$ cat config.mk
export PLATFORM = sky130hd
export DESIGN_NAME = time_keeper
export DESIGN_NICKNAME = d
export VERILOG_FILES = /design/src/rtl/time_keeper.sv
export SDC_FILE = /design/constraint.sdc
export NUM_CORES = 1
export LEC_CHECK = 0
export ABC_AREA = 1
export CAP_MARGIN = 20
export CORE_UTILIZATION = 40
export CTS_BUF_LIST = sky130_fd_sc_hd__clkbuf_4 sky130_fd_sc_hd__clkbuf_8 sky130_fd_sc_hd__clkbuf_16
export DETAILED_ROUTE_END_ITERATION = 6
export PLACE_DENSITY_LB_ADDON = 0.1
export SYNTH_ARGS = -nofsm -noshare
export SYNTH_HDL_FRONTEND = slang
export SYNTH_SLANG_ARGS = --single-unit
$ cat constraint.sdc
create_clock -name clk -period 2.9 [get_ports clk]
set_input_delay 0.435 -clock clk [delete_from_list [all_inputs] [get_ports clk]]
set_output_delay 0.435 -clock clk [all_outputs]
set_load 0.02 [all_outputs]
$ cat src/rtl/time_keeper.sv
// Time-of-day keeper: prescaled one-second tick, HH:MM:SS with up/down counting,
// manual adjust, validated preset load and 12/24-hour BCD display.
module time_keeper #(
    parameter int TICK_DIV = 100,
    parameter int CNT_W    = 7
) (
    input  logic             clk,
    input  logic             rst,
    input  logic             run_en,
    input  logic             up_down,
    input  logic             adj_min,
    input  logic             adj_hr,
    input  logic             mode_12h,
    input  logic             load,
    input  logic [4:0]       load_h,
    input  logic [5:0]       load_m,
    input  logic [5:0]       load_s,
    output logic [1:0]       hr_tens,
    output logic [3:0]       hr_units,
    output logic [2:0]       min_tens,
    output logic [3:0]       min_units,
    output logic [2:0]       sec_tens,
    output logic [3:0]       sec_units,
    output logic             pm,
    output logic             tick,
    output logic             day_wrap,
    output logic             load_err
);

    logic [CNT_W-1:0] presc;
    logic [5:0]       cur_sec;
    logic [5:0]       cur_min;
    logic [4:0]       cur_hr;
    logic             presc_end;
    logic             tick_int;
    logic             adj_any;
    logic             load_ok;
    logic [4:0]       disp_hr;

    assign presc_end = (presc == CNT_W'(TICK_DIV - 1));
    assign tick_int  = run_en && presc_end;
    assign adj_any   = adj_min || adj_hr;
    assign load_ok   = (load_h <= 5'd23) && (load_m <= 6'd59) && (load_s <= 6'd59);
    assign tick      = tick_int && !rst && !load && !adj_any;

    always_ff @(posedge clk) begin
        if (rst) begin
            presc    <= '0;
            cur_sec  <= '0;
            cur_min  <= '0;
            cur_hr   <= '0;
            day_wrap <= 1'b0;
            load_err <= 1'b0;
        end else begin
            day_wrap <= 1'b0;
            load_err <= 1'b0;
            if (load) begin
                if (load_ok) begin
                    cur_hr  <= load_h;
                    cur_min <= load_m;
                    cur_sec <= load_s;
                    presc   <= '0;
                end else begin
                    load_err <= 1'b1;
                end
            end else begin
                if (run_en)
                    presc <= presc_end ? '0 : presc + CNT_W'(1);
                // Adjust steps share the prescaler but swallow this cycle's tick.
                if (adj_any) begin
                    if (adj_min) begin
                        if (up_down) cur_min <= (cur_min == 6'd59) ? 6'd0 : cur_min + 6'd1;
                        else         cur_min <= (cur_min == 6'd0) ? 6'd59 : cur_min - 6'd1;
                    end
                    if (adj_hr) begin
                        if (up_down) cur_hr <= (cur_hr == 5'd23) ? 5'd0 : cur_hr + 5'd1;
                        else         cur_hr <= (cur_hr == 5'd0) ? 5'd23 : cur_hr - 5'd1;
                    end
                end else if (tick_int) begin
                    if (up_down) begin
                        if (cur_sec == 6'd59) begin
                            cur_sec <= 6'd0;
                            if (cur_min == 6'd59) begin
                                cur_min <= 6'd0;
                                if (cur_hr == 5'd23) begin
                                    cur_hr   <= 5'd0;
                                    day_wrap <= 1'b1;
                                end else begin
                                    cur_hr <= cur_hr + 5'd1;
                                end
                            end else begin
                                cur_min <= cur_min + 6'd1;
                            end
                        end else begin
                            cur_sec <= cur_sec + 6'd1;
                        end
                    end else begin
                        if (cur_sec == 6'd0) begin
                            cur_sec <= 6'd59;
                            if (cur_min == 6'd0) begin
                                cur_min <= 6'd59;
                                if (cur_hr == 5'd0) begin
                                    cur_hr   <= 5'd23;
                                    day_wrap <= 1'b1;
                                end else begin
                                    cur_hr <= cur_hr - 5'd1;
                                end
                            end else begin
                                cur_min <= cur_min - 6'd1;
                            end
                        end else begin
                            cur_sec <= cur_sec - 6'd1;
                        end
                    end
                end
            end
        end
    end

    always_comb begin
        disp_hr = cur_hr;
        if (mode_12h) begin
            if (cur_hr == 5'd0)
                disp_hr = 5'd12;
            else if (cur_hr > 5'd12)
                disp_hr = cur_hr - 5'd12;
        end
    end

    assign pm        = (cur_hr >= 5'd12);
    assign hr_tens   = 2'(disp_hr / 5'd10);
    assign hr_units  = 4'(disp_hr % 5'd10);
    assign min_tens  = 3'(cur_min / 6'd10);
    assign min_units = 4'(cur_min % 6'd10);
    assign sec_tens  = 3'(cur_sec / 6'd10);
    assign sec_units = 4'(cur_sec % 6'd10);

endmodule

# Yosys cells after proc, flatten, opt, wreduce, memory -nomap -nowiden
# Cells that the tools add are included.
# W data, S select, Z words.
# word_totals
out_inout_bits,24
regBits,26
wordCells,107
ramBits,0
latch_bits,0
memories,0
mem_bits_ro,0
# op_classes
n_addsub,8
n_eq_ne,10
n_lt_le_gt_ge,5
n_mux,46
multipliers,0
shift,0
div,6
bitwise_logic,2
reduce_logical,24
# op_table
operator,n
$mux W6,18
$mux W5,16
$mux W7,4
$add A6 B1 Y6 const B,2
$div A6 B4 Y6 const B,2
$eq A6 B6 Y1 const B,2
$le A6 B6 Y1 const B,2
$logic_not A6 Y1,2
$mod A6 B4 Y6 const B,2
$sub A6 B1 Y6 const B,2
$mux W1,8
$ne A4 B1 Y1 const B,2
$reduce_bool A4 Y1,2
$add A7 B1 Y7 const B,1
$eq A7 B7 Y1 const B,1
$reduce_and A7 Y1,1
$logic_and A1 B1 Y1,6
$ne A3 B3 Y1 const B,2
$add A5 B1 Y5 const B,1
$div A5 B4 Y5 const B,1
$eq A5 B5 Y1 const B,1
$ge A5 B4 Y1 const B,1
$gt A5 B4 Y1 const B,1
$le A5 B5 Y1 const B,1
other kinds (16),20

# Longest topological paths before layout
# depth
word_depth,8
mapped_depth,18
mapped_depth_nobuf,17

# Least setup slack after synthesis
# No wires, ideal clock.
# synth_path
path_kind,reg2out
startpoint,register cur_hr[2]
endpoint,output hr_units[1]
path_stages_with_launch,19
n_path_buf,1
t_arrival_ps,2253
t_required_ps,2465
slack_ps,212
path_cell_list,dfxtp_1 buf_2 inv_1 ha_1 nand3_2 inv_2 nand2_2 nand3_1 inv_1 ha_1 inv_1 nand4_1 nand3_1 nand2_1 nand2_1 nand2_2 nand3_2 nand2_1 nand2_1
# synth_via
elab_chain_len,5
elab_cells_between_ends,7
cone_classes,add/sub: 1; div: 1; order compare: 1; mux: 3; reduce/logical: 1
# synth_lines
item,line,source
from (decl),33,logic [4:0] cur_hr;
from (signal assigned),59,cur_hr <= load_h;
from (signal assigned),76,if (up_down) cur_hr <= (cur_hr == 5'd23) ? 5'd0 : cur_hr + 5'd1;
from (signal assigned),77,else cur_hr <= (cur_hr == 5'd0) ? 5'd23 : cur_hr - 5'd1;
$sub A5 B4 Y5 / $gt A5 B4 Y1 (equally long branches),"126, 125",
$mux W5,125,else if (cur_hr > 5'd12)
$mux W5,123,if (cur_hr == 5'd0)
$mux W5 *,122,if (mode_12h) begin
$mod A5 B4 Y5 *,132,assign hr_units = 4'(disp_hr % 5'd10);
to (decl),19,"output logic [3:0] hr_units,"
# Every way passes the cells marked *; elsewhere a longest branch is shown, timed or not.

# Worst setup path after layout
# layout_path
startpoint,register cur_hr[2]
endpoint,output hr_units[2]
# The elaborated chain is that of the path after synthesis.

==> impl_metrics.py <==
metrics = {
    "status": {
        "status": "finished clean",
    },
    "setup_path": {
        "regToRegSetupSlack_ns": 0.77,
        "timing.rr.start": "presc[0]",
        "endpoint_kind": "output port",
        "path_max_fanout": 4,
        "r2r-end": "cur_sec[0]",
        "arrival_ns": 2.40,
        "rr_worst_depth": 12,
        "worstPathRequired_ns": 2.47,
        "worst-setup-path-type": "flip-flop to output port",
        "cp-start-kind": "flip-flop",
    },
    "yosys": {
        "synth_edf_count": 0,
        "synth.most_common_cell": "nand2_1",
        "yosysWarningCount": 0,
        "ys.flop_type": "dfxtp_1",
        "synthTopCellsByCount": "92 x nand2_1, 55 x inv_1, 34 x nand3_1",
        "async_flop_share_pct": 0,
        "synth_top_cell_area_share_pct": 18.3,
        "synth_area_per_cell_um2": 6.41,
        "synth_nets": 491,
        "synth_cells": 443,
        "synth_area_um2": 2840,
        "synth_area_leader_cell": "dfxtp_1",
        "ys_types": 41,
        "ys_ff_latch": 26,
        "yosys-top-cells-area": "dfxtp_1 18%, nand2_1 12%, ha_1 10%",
        "seq_area_frac_synth_pct": 18.3,
    },
    "timing": {
        "tns_ns": 0,
        "skew_ns": 0.00228,
        "final_hold_viol_count": 0,
        "drv_slew": 0,
        "rsz0062_at_grt": "true",
        "slew_headroom_pct": 69.8,
        "fin_hold_ws_ns": 0.494,
        "worst_pin_slew_ns": 0.452,
        "final.min_clock_period_ns": 2.84,
        "fin_crit_sh_pct": 97.9,
        "max_freq_ghz": 0.352,
        "setup_violations": 0,
    },
    "drt": {
        "drt_wl_total_um": 7530,
        "drtAntennaViolNets": 0,
        "vias_per_cell": 4.92,
        "dr_total_vias": 3084,
        "wire_per_inst_um": 12.0,
        "drtIter0Drc": 101,
        "drt-pass1-iter-count": 4,
        "drc": 0,
    },
    "pwr": {
        "swShare_pct": 42.5,
        "comb_power_share_pct": 61.1,
        "pwr_density_cell_nw_per_um2": 481,
        "p_int_mw": 1.09,
        "p_leak_nw": 1.87,
        "power_frac_clock_pct": 16.6,
        "ir_worst_vdd_mv": 0.244,
        "seqPwrFrac_pct": 22.3,
        "p_sw_mw": 0.806,
    },
    "hold_path": {
        "min-delay-start": "presc[6]",
        "min_path_cells": 2,
        "hold_class": "flip-flop to flip-flop",
        "hold-path-endpoint": "presc[6]",
    },
    "placement": {
        "dp.cells": 614,
        "io_buffers": 48,
        "dp_hpwl_um": 5900,
        "gp_congestion": 0.865,
    },
    "clocking": {
        "cts_made_buffers": 3,
        "clk_latency_ns": 0.28,
        "clk_pin_slew_ns": 0.10,
        "cts.sinks": 26,
        "clockRootBuffer": "clkbuf_8",
        "cts.path.max_buffers": 2,
        "h-tree-depth": 1,
        "cts_tree": "built",
    },
    "final_layout": {
        "syn_to_final_growth_pct": 38.8,
        "diodes": 0,
        "fin_cells": 627,
        "layout.nets": 580,
        "drive_above_1_share_pct": 24.1,
    },
    "global_routing": {
        "grt_overflow": 0,
        "antenna_found_initial": 0,
        "grt_pass1_vias": 2784,
        "grt_pass1_wl_um": 12100,
        "grt_max_degree": 26,
        "grt.total_usage_pct": 19.6,
    },
    "floorplanning": {
        "die-area_um2": 7440,
        "io_pins": 49,
        "core_area_um2": 6830,
        "floorplan.rows": 30,
        "die_w_um": 86.2,
        "die_y_um": 86.2,
        "start_util_pct": 41.6,
    },
    "flow_run": {
        "drv_cap": 0,
    },
}
[registers in the layout, summed over array words and instances (netlist names)]
register / flops
load_err: 1
day_wrap: 1
cur_hr: 5
presc: 7
cur_min: 6
cur_sec: 6
[through the flow]
step / total power, mW / setup WS [ns] / instance area (um2) / utilization, %
after floorplan: 1.10 / 0.212 / 2840 / -
after global placement: 1.49 / -0.369 / 3660 / 53.6
after detailed placement: 1.50 / -0.467 / 3660 / 53.6
after CTS: 1.78 / 0.00112 / 3710 / 54.3
after global routing: 2.03 / -0.0747 / 3940 / 57.7
final: 1.90 / 0.0614 / 3940 / 57.7
[cells by family after synthesis]
kind of cell             after synthesis  synth area share (%)
AO/OA/AOI/OAI                         94                  20.1
XOR/XNOR                              21                  6.74
adder cells (fa/ha/maj)               23                  10.1
buffers and inverters                 79                  11.5
flip-flops                            26                  18.3
AND/OR/NAND/NOR                      200                  33.2
[worst max-delay path, stage by stage, from the launching register on]
cell     delay (ns)
dfxtp_4        0.41
buf_4          0.13
nand2_2        0.07
nand2_4        0.10
nand4_1        0.15
nand3_2        0.12
inv_2          0.05
ha_4           0.16
inv_2          0.04
nand4_1        0.16
nand3_1        0.15
nand2_2        0.09
nand2_2        0.10
nand2_2        0.08
nand3_2        0.08
nand2_1        0.05
nand2_1        0.07
buf_6          0.12
[cell type report]
type / count / area (um2)
clock inverter: 1 / 30.0
inverter: 67 / 262
sequential: 26 / 531
clock buffer: 3 / 41.3
tap: 96 / 120
multi-input combinational: 338 / 2110
timing repair buffer: 96 / 846
fill: 670 / 2890
[how the worst max path moves through the flow]
stage / start / endpoint / slack (ns)
after global routing: cur_hr[2] / hr_units[2] / -0.07
after CTS: cur_hr[2] / hr_units[1] / 0.001
after global placement: mode_12h / hr_units[2] / -0.37
after detailed placement: mode_12h / hr_units[1] / -0.47
after floorplan: cur_hr[2] / hr_units[1] / 0.21
final: cur_hr[2] / hr_units[2] / 0.06
[cells in the final DEF (no fill, tap or decap), types with 7 or more instances in the layout]
| cell type | n |
|---|---|
| buf_4 | 47 |
| clkdlybuf4s50_1 | 35 |
| inv_1 | 49 |
| a21oi_1 | 26 |
| dfxtp_1 | 22 |
| nand2_2 | 14 |
| xor2_1 | 14 |
| nor2_1 | 25 |
| nand2_1 | 88 |
| o21ai_0 | 28 |
| nand4_1 | 7 |
| ha_1 | 19 |
| o21ai_1 | 8 |
| nor3_1 | 10 |
| inv_2 | 14 |
| nand3_1 | 30 |
[power by group through the flow]
stage	logic [mW]	clock network [mW]	registers (mW)
6_report	1.16	0.315	0.422
5_1_grt	1.27	0.333	0.429
4_1_cts	1.04	0.322	0.417
3_5_place_dp	1.08	0	0.424
3_3_place_gp	1.07	0	0.424
2_1_floorplan	0.675	0	0.423
[per-layer routing]
metal	routed length, um	track usage, %	up-vias
met5	0	0	-
met3	313	1.71	6
met2	3590	34.7	63
met4	55	3.33	0
met1	3570	26.3	1378
li1	-	-	1637
[repair_timing]
item	in CTS	in global routing
endpoints found under the setup margin	9	10
pin swaps	1	15
resized for setup	26	45
hold buffers	0	0
setup buffers	0	9
Power figures use the tool's default switching activity.
